`config.mk`:
```
export PLATFORM = sky130hd
export DESIGN_NAME = mesh_term_rx_flat
export DESIGN_NICKNAME = d
export VERILOG_FILES = /design/src/rtl/mesh_pkg.sv /design/src/rtl/mesh_term_rx_if.sv /design/src/rtl/mesh_rx_fifo.sv /design/src/rtl/mesh_term_rx.sv /design/src/flat_wrapper.sv
export SDC_FILE = /design/constraint.sdc
export NUM_CORES = 1
export LEC_CHECK = 0
export BUFFER_PORTS_ARGS = -buffer_cell sky130_fd_sc_hd__buf_2
export CAP_MARGIN = 20
export CORE_MARGIN = 3
export CORE_UTILIZATION = 55
export CTS_BUF_LIST = sky130_fd_sc_hd__clkbuf_4
export DETAILED_ROUTE_END_ITERATION = 12
export PLACE_DENSITY = 0.76
export RECOVER_POWER = 50
export SYNTH_ARGS = -nofsm -noshare
export SYNTH_HDL_FRONTEND = slang
export SYNTH_SLANG_ARGS = --single-unit
```
`constraint.sdc`:
```
create_clock -name clk -period 3.7 [get_ports clk]
set_clock_uncertainty 0.1 [all_clocks]
set_input_delay 0.37 -clock clk [delete_from_list [all_inputs] [get_ports clk]]
set_output_delay 0.37 -clock clk [all_outputs]
set_load 0.02 [all_outputs]
```
`src/rtl/mesh_pkg.sv`:
```
// Shared definitions for the mesh edge-terminal receiver: packet field
// positions, the broadcast id and the ingress state encoding.
package mesh_pkg;

   localparam logic [3:0] BCST_ID = 4'hF;

   typedef enum logic {IDLE, GAP} rx_state_t;

   // Header fields sit at the top of the packet, so positions track pckg_sz.
   function automatic int nxt_msb(input int sz);  return sz - 1;  endfunction
   function automatic int nxt_lsb(input int sz);  return sz - 8;  endfunction
   function automatic int row_msb(input int sz);  return sz - 9;  endfunction
   function automatic int row_lsb(input int sz);  return sz - 12; endfunction
   function automatic int col_msb(input int sz);  return sz - 13; endfunction
   function automatic int col_lsb(input int sz);  return sz - 16; endfunction
   function automatic int mode_bit(input int sz); return sz - 17; endfunction
   function automatic int pay_msb(input int sz);  return sz - 18; endfunction

endpackage

```
`src/rtl/mesh_term_rx_if.sv`:
```
// Mesh-side pop handshake plus the local valid/ready consumer stream.
interface mesh_term_rx_if #(
   parameter int pckg_sz = 40
);
   logic               pndng_i_in;
   logic [pckg_sz-1:0] data_out_i_in;
   logic               pop;
   logic               rx_valid;
   logic [pckg_sz-1:0] rx_data;
   logic               rx_ready;

   modport slave (
      input  pndng_i_in, data_out_i_in, rx_ready,
      output pop, rx_valid, rx_data
   );

   modport master (
      output pndng_i_in, data_out_i_in, rx_ready,
      input  pop, rx_valid, rx_data
   );
endinterface

```
`src/rtl/mesh_rx_fifo.sv`:
```
// Synchronous FIFO with wrapping pointers and an occupancy counter that
// separates full from empty. DEPTH must be a power of two, at least 2.
module mesh_rx_fifo #(
   parameter int W     = 40,
   parameter int DEPTH = 4
) (
   input  logic         clk,
   input  logic         rst_n,
   input  logic         push,
   input  logic [W-1:0] din,
   input  logic         pop,
   output logic [W-1:0] dout,
   output logic         full,
   output logic         empty
);
   localparam int PW = $clog2(DEPTH);

   logic [W-1:0]  mem [DEPTH];
   logic [PW-1:0] wr_ptr, rd_ptr;
   logic [PW:0]   count;
   logic          do_push, do_pop;

   assign full    = (count == (PW+1)'(DEPTH));
   assign empty   = (count == '0);
   assign do_push = push && !full;
   assign do_pop  = pop && !empty;
   assign dout    = mem[rd_ptr];

   // Storage carries no reset; the empty flag masks stale contents.
   always_ff @(posedge clk)
      if (do_push) mem[wr_ptr] <= din;

   always_ff @(posedge clk or negedge rst_n)
      if (!rst_n) begin
         wr_ptr <= '0;
         rd_ptr <= '0;
         count  <= '0;
      end else begin
         if (do_push) wr_ptr <= wr_ptr + PW'(1);
         if (do_pop)  rd_ptr <= rd_ptr + PW'(1);
         case ({do_push, do_pop})
            2'b10:   count <= count + (PW+1)'(1);
            2'b01:   count <= count - (PW+1)'(1);
            default: count <= count;
         endcase
      end

endmodule

```
`src/rtl/mesh_term_rx.sv`:
```
// Edge-terminal receiver: drains the mesh output FIFO, optionally filters on
// destination (MESH_RX_DEST_CHECK_EN), buffers and streams to a consumer.
module mesh_term_rx
   import mesh_pkg::*;
#(
   parameter int         pckg_sz    = 40,
   parameter int         FIFO_DEPTH = 4,
   parameter logic [3:0] SELF_ROW   = 4'd0,
   parameter logic [3:0] SELF_COL   = 4'd1,
   parameter int         CNT_W      = 16
) (
   input  logic             clk,
   input  logic             reset,
   mesh_term_rx_if.slave    rx,
   output logic [CNT_W-1:0] pkt_cnt,
   output logic [CNT_W-1:0] err_cnt
);
   rx_state_t          state;
   logic               full, empty;
   logic               take, dest_ok, push;
   logic [pckg_sz-1:0] head;

   // Full is sampled before this cycle's consumer pop, so ingress never
   // relies on space that is only freed at the same edge.
   assign take   = reset && (state == IDLE) && rx.pndng_i_in && !full;
   assign rx.pop = take;

`ifdef MESH_RX_DEST_CHECK_EN
   logic [3:0] id_row, id_col;
   assign id_row  = rx.data_out_i_in[row_msb(pckg_sz):row_lsb(pckg_sz)];
   assign id_col  = rx.data_out_i_in[col_msb(pckg_sz):col_lsb(pckg_sz)];
   assign dest_ok = ((id_row == SELF_ROW) && (id_col == SELF_COL)) ||
                    ((id_row == BCST_ID)  && (id_col == BCST_ID));

   always_ff @(posedge clk or negedge reset)
      if (!reset)                          err_cnt <= '0;
      else if (take && !dest_ok && err_cnt != '1) err_cnt <= err_cnt + CNT_W'(1);
`else
   assign dest_ok = 1'b1;
   assign err_cnt = '0;
`endif

   assign push = take && dest_ok;

   // The mesh head word may still read as pending right after a pop, so one
   // idle cycle follows every capture.
   always_ff @(posedge clk or negedge reset)
      if (!reset) state <= IDLE;
      else
         case (state)
            IDLE:    if (take) state <= GAP;
            GAP:     state <= IDLE;
            default: state <= IDLE;
         endcase

   always_ff @(posedge clk or negedge reset)
      if (!reset)                     pkt_cnt <= '0;
      else if (push && pkt_cnt != '1) pkt_cnt <= pkt_cnt + CNT_W'(1);

   mesh_rx_fifo #(
      .W     (pckg_sz),
      .DEPTH (FIFO_DEPTH)
   ) u_fifo (
      .clk   (clk),
      .rst_n (reset),
      .push  (push),
      .din   (rx.data_out_i_in),
      .pop   (rx.rx_valid && rx.rx_ready),
      .dout  (head),
      .full  (full),
      .empty (empty)
   );

   assign rx.rx_valid = !empty;
   assign rx.rx_data  = head;

endmodule

```
`src/flat_wrapper.sv`:
```
// flat-port wrapper written by rule: the top's interface ports become plain ports
module mesh_term_rx_flat import mesh_pkg::*;
#(
   parameter int         pckg_sz    = 40,
   parameter int         FIFO_DEPTH = 4,
   parameter logic [3:0] SELF_ROW   = 4'd0,
   parameter logic [3:0] SELF_COL   = 4'd1,
   parameter int         CNT_W      = 16
)
  (clk, reset, pkt_cnt, err_cnt, rx_pndng_i_in, rx_data_out_i_in, rx_rx_ready, rx_pop, rx_rx_valid, rx_rx_data);
  mesh_term_rx_if #(.pckg_sz(pckg_sz)) rx_i ();
  input  logic clk;
  input  logic reset;
  output logic [CNT_W-1:0] pkt_cnt;
  output logic [CNT_W-1:0] err_cnt;
  input wire logic [$bits(rx_i.pndng_i_in)-1:0] rx_pndng_i_in;
  input wire logic [$bits(rx_i.data_out_i_in)-1:0] rx_data_out_i_in;
  input wire logic [$bits(rx_i.rx_ready)-1:0] rx_rx_ready;
  output wire logic [$bits(rx_i.pop)-1:0] rx_pop;
  output wire logic [$bits(rx_i.rx_valid)-1:0] rx_rx_valid;
  output wire logic [$bits(rx_i.rx_data)-1:0] rx_rx_data;
  assign rx_i.pndng_i_in = rx_pndng_i_in;
  assign rx_i.data_out_i_in = rx_data_out_i_in;
  assign rx_i.rx_ready = rx_rx_ready;
  assign rx_pop = rx_i.pop;
  assign rx_rx_valid = rx_i.rx_valid;
  assign rx_rx_data = rx_i.rx_data;
  mesh_term_rx #(.pckg_sz(pckg_sz), .FIFO_DEPTH(FIFO_DEPTH), .SELF_ROW(SELF_ROW), .SELF_COL(SELF_COL), .CNT_W(CNT_W)) u_core (.clk(clk), .reset(reset), .rx(rx_i), .pkt_cnt(pkt_cnt), .err_cnt(err_cnt));
endmodule
```
==> results.toml <==
[grt]
grt_pass1_wl_microns = 19900
grt_use_total_pct = 18.3
gr-total-overflow = 0
grt_max_degree = 42
grt_pass1_vias = 3766
grt_antenna_before_repair = 0

[synthesis]
syn_area_sq_mm = 0.00712
synth_cell_type_count = 36
synthArstFlopShare_pct = 13.0
ys_seq_elements = 184
ys_seq_area_share_pct = 75.9
ys_warn_count = 0
synth-edff-count = 160
syn-instance-count = 340
ys.flop_type = "edfxtp_1"
syn_area_per_cell_sq_um = 20.9

[power]
power.share.clock_pct = 19.0
power.leakage_nw = 2.92
vdd_drop_max_v = 0.000369
sw_frac_of_total_pct = 33.1
p_int_mw = 3.67
total_power_mw = 5.48
powerDensity_mw_per_mm2 = 652
seq_power_share_pct = 50.3
power_frac_comb_pct = 30.7
power_switching_mw = 1.81

[routing]
wl_per_cell_microns = 18.2
totalWireLength_microns = 12300
vias_per_cell = 5.36
drc = 0
ant_nets = 0
drt_iter0_drc = 307
drt_pass1_iterations = 5
vias = 3630

[timing]
hold_violations = 0
rsz0062_at_grt = "no"
tightest_slew_ns = 1.28
fin_setup_tns_ns = 0
fmax_mhz = 345
layout_min_cycle_time_ns = 2.90
finalCritPeriodShare_pct = 78.3
final-max-slew-violation-count = 0
setup_viol = 0
slew_headroom_pct = 14.7

[finish]
instances_no_fill = 677
mostFrequentLayoutCells = "160 x edfxtp_1, 57 x clkbuf_1, 44 x buf_2"
drive_above_1_share_pct = 26.0
final_nets = 546
utilization_pct = 68.3
final_common_cell = "edfxtp_1"
synthToLayoutAreaGrowth_pct = 18.1

[clock_network]
clock_latency_ns = 0.55
numCtsBuffers = 17
htreeDepth = 4
tritoncts = "done"
clockBufferDepth = 2
root_buffer = "clkbuf_4"
clkTransAtPathRegs_ns = 0.13
cts.sinks = 184
post_cts_resized = 0

[worst_setup_path]
worst-setup-path-type = "flop to primary output"
end_kind = "primary output"
cp_max_fo = 16
cp_data_required_time_ns = 3.23
cp-start-kind = "flop"
worst_ep_arrival_time_ns = 2.43

[floorplanning]
die_area_sq_mm = 0.0143
io_pins = 118
rows = 40
initial_core_util_pct = 57.8
die_h_microns = 120
die_w_microns = 120
core_sq_mm = 0.0123

[placement]
dpl.hpwl_microns = 7770
routabilityCongestion = 0.875
dpl.cell_count = 603
port_buffers = 101

[hold_path]
hp-class = "primary input to flop"

[job]
maxCapViolCount = 0

[run_status]
status = "finished, final reports clean"
==> power by group through the flow <==
stage          Clock (mW)  Sequential [mW]  Combinational (mW)
3_5_place_dp            0             2.80                1.69
6_report             1.04             2.75                1.68
5_1_grt              1.16             2.79                1.80
3_3_place_gp            0             2.79                1.67
4_1_cts              1.08             2.76                1.73
2_1_floorplan           0             2.67                1.29
==> area by class of cell <==
class / instances / area [sq um]
Sequential cell: 184 / 5410
Fill cell: 834 / 3900
Multi-Input combinational cell: 134 / 1560
Timing Repair Buffer: 150 / 915
Tap cell: 168 / 210
Clock inverter: 15 / 153
Clock buffer: 17 / 128
Inverter: 8 / 30.0
Antenna cell: 1 / 2.50
==> cells in the mapped netlist (2+ instances only) <==
cell type	number	area (sq um)
nand4_1	6	37.5
and2_1	6	37.5
inv_1	8	30.0
buf_2	4	20.0
nor4_1	4	25.0
ha_1	6	75.1
xnor2_1	12	105
edfxtp_1	160	4800
nor2_1	3	11.3
mux4_2	40	901
buf_4	16	120
nand2_1	6	22.5
nand3_1	7	35.0
nor3_1	3	15.0
clkbuf_1	4	15.0
buf_1	4	15.0
xor2_1	8	70.1
dfrtp_1	24	601
and3_1	2	12.5
==> state kept, by name (all words and copies together), names as in the netlist <==
register,count
u_core.u_fifo.mem,160
u_core.pkt_cnt,16
u_core.u_fifo.count,3
u_core.u_fifo.rd_ptr,2
u_core.u_fifo.wr_ptr,2
u_core.state,1
==> layer usage <==
layer	GRT usage, %	vias to the layer above	wire [microns]
met4	7.16	0	204
met2	29.4	134	6170
met5	0	-	0
met3	4.52	16	769
li1	-	1638	-
met1	24.5	1842	5170
==> repair_timing <==
| item | in CTS | in global routing |
|---|---|---|
| buffers inserted | 0 | 0 |
| hold endpoints to repair | 184 | 0 |
| hold buffers | 41 | 0 |
==> critical path, cell delays in order (launching register included) <==
cell     delay [ns]
dfrtp_2        0.72
buf_4          0.40
mux4_2         0.57
buf_2          0.18
==> worst paths after layout <==
path                                                     start                                   to  slack (ns)  depth (start not counted)
min                                                rx_rx_ready  u_core.u_fifo.rd_ptr[0]$_DFFE_PN0P_        0.14                          3
min in group asynchronous                                reset               u_core.state$_DFF_PN0_        0.61                          3
max reg2reg                             u_core.state$_DFF_PN0_   u_core.u_fifo.mem[2][28]$_DFFE_PP_        1.20                          5
min reg2reg                     u_core.pkt_cnt[15]$_DFFE_PN0P_       u_core.pkt_cnt[15]$_DFFE_PN0P_        0.43                          1
max                        u_core.u_fifo.rd_ptr[0]$_DFFE_PN0P_                       rx_rx_data[20]        0.80                          3
max in group asynchronous                                reset  u_core.u_fifo.rd_ptr[1]$_DFFE_PN0P_        2.06                          3
==> stage by stage <==
step                      hold slack, ns  setup WS [ns]  cell area, sq um
after floorplan                  -0.0256          0.821              7180
after detailed placement           0.292           1.26              7790
after CTS                         0.0375          0.694              8480
after global placement             0.287           1.31              7790
final                              0.142          0.803              8410
after global routing              0.0969          0.608              8410
==> cells by family (layout without fill, tap and decap cells) <==
kind of cell               after synthesis  in the layout  synth area share, %
adders and majority gates                7              7                 1.34
DFF                                    184            184                 75.9
xor gates and xnor gates                20             20                 2.46
buffers and inverters                   37            190                 2.97
muxes                                   43             43                 13.2
and+or+nand+nor                         44             44                 3.62
other                                    1             17               0.0527
AOI/OAI and AO/OA                        4              4                0.492
Power figures use the tool's default switching activity.
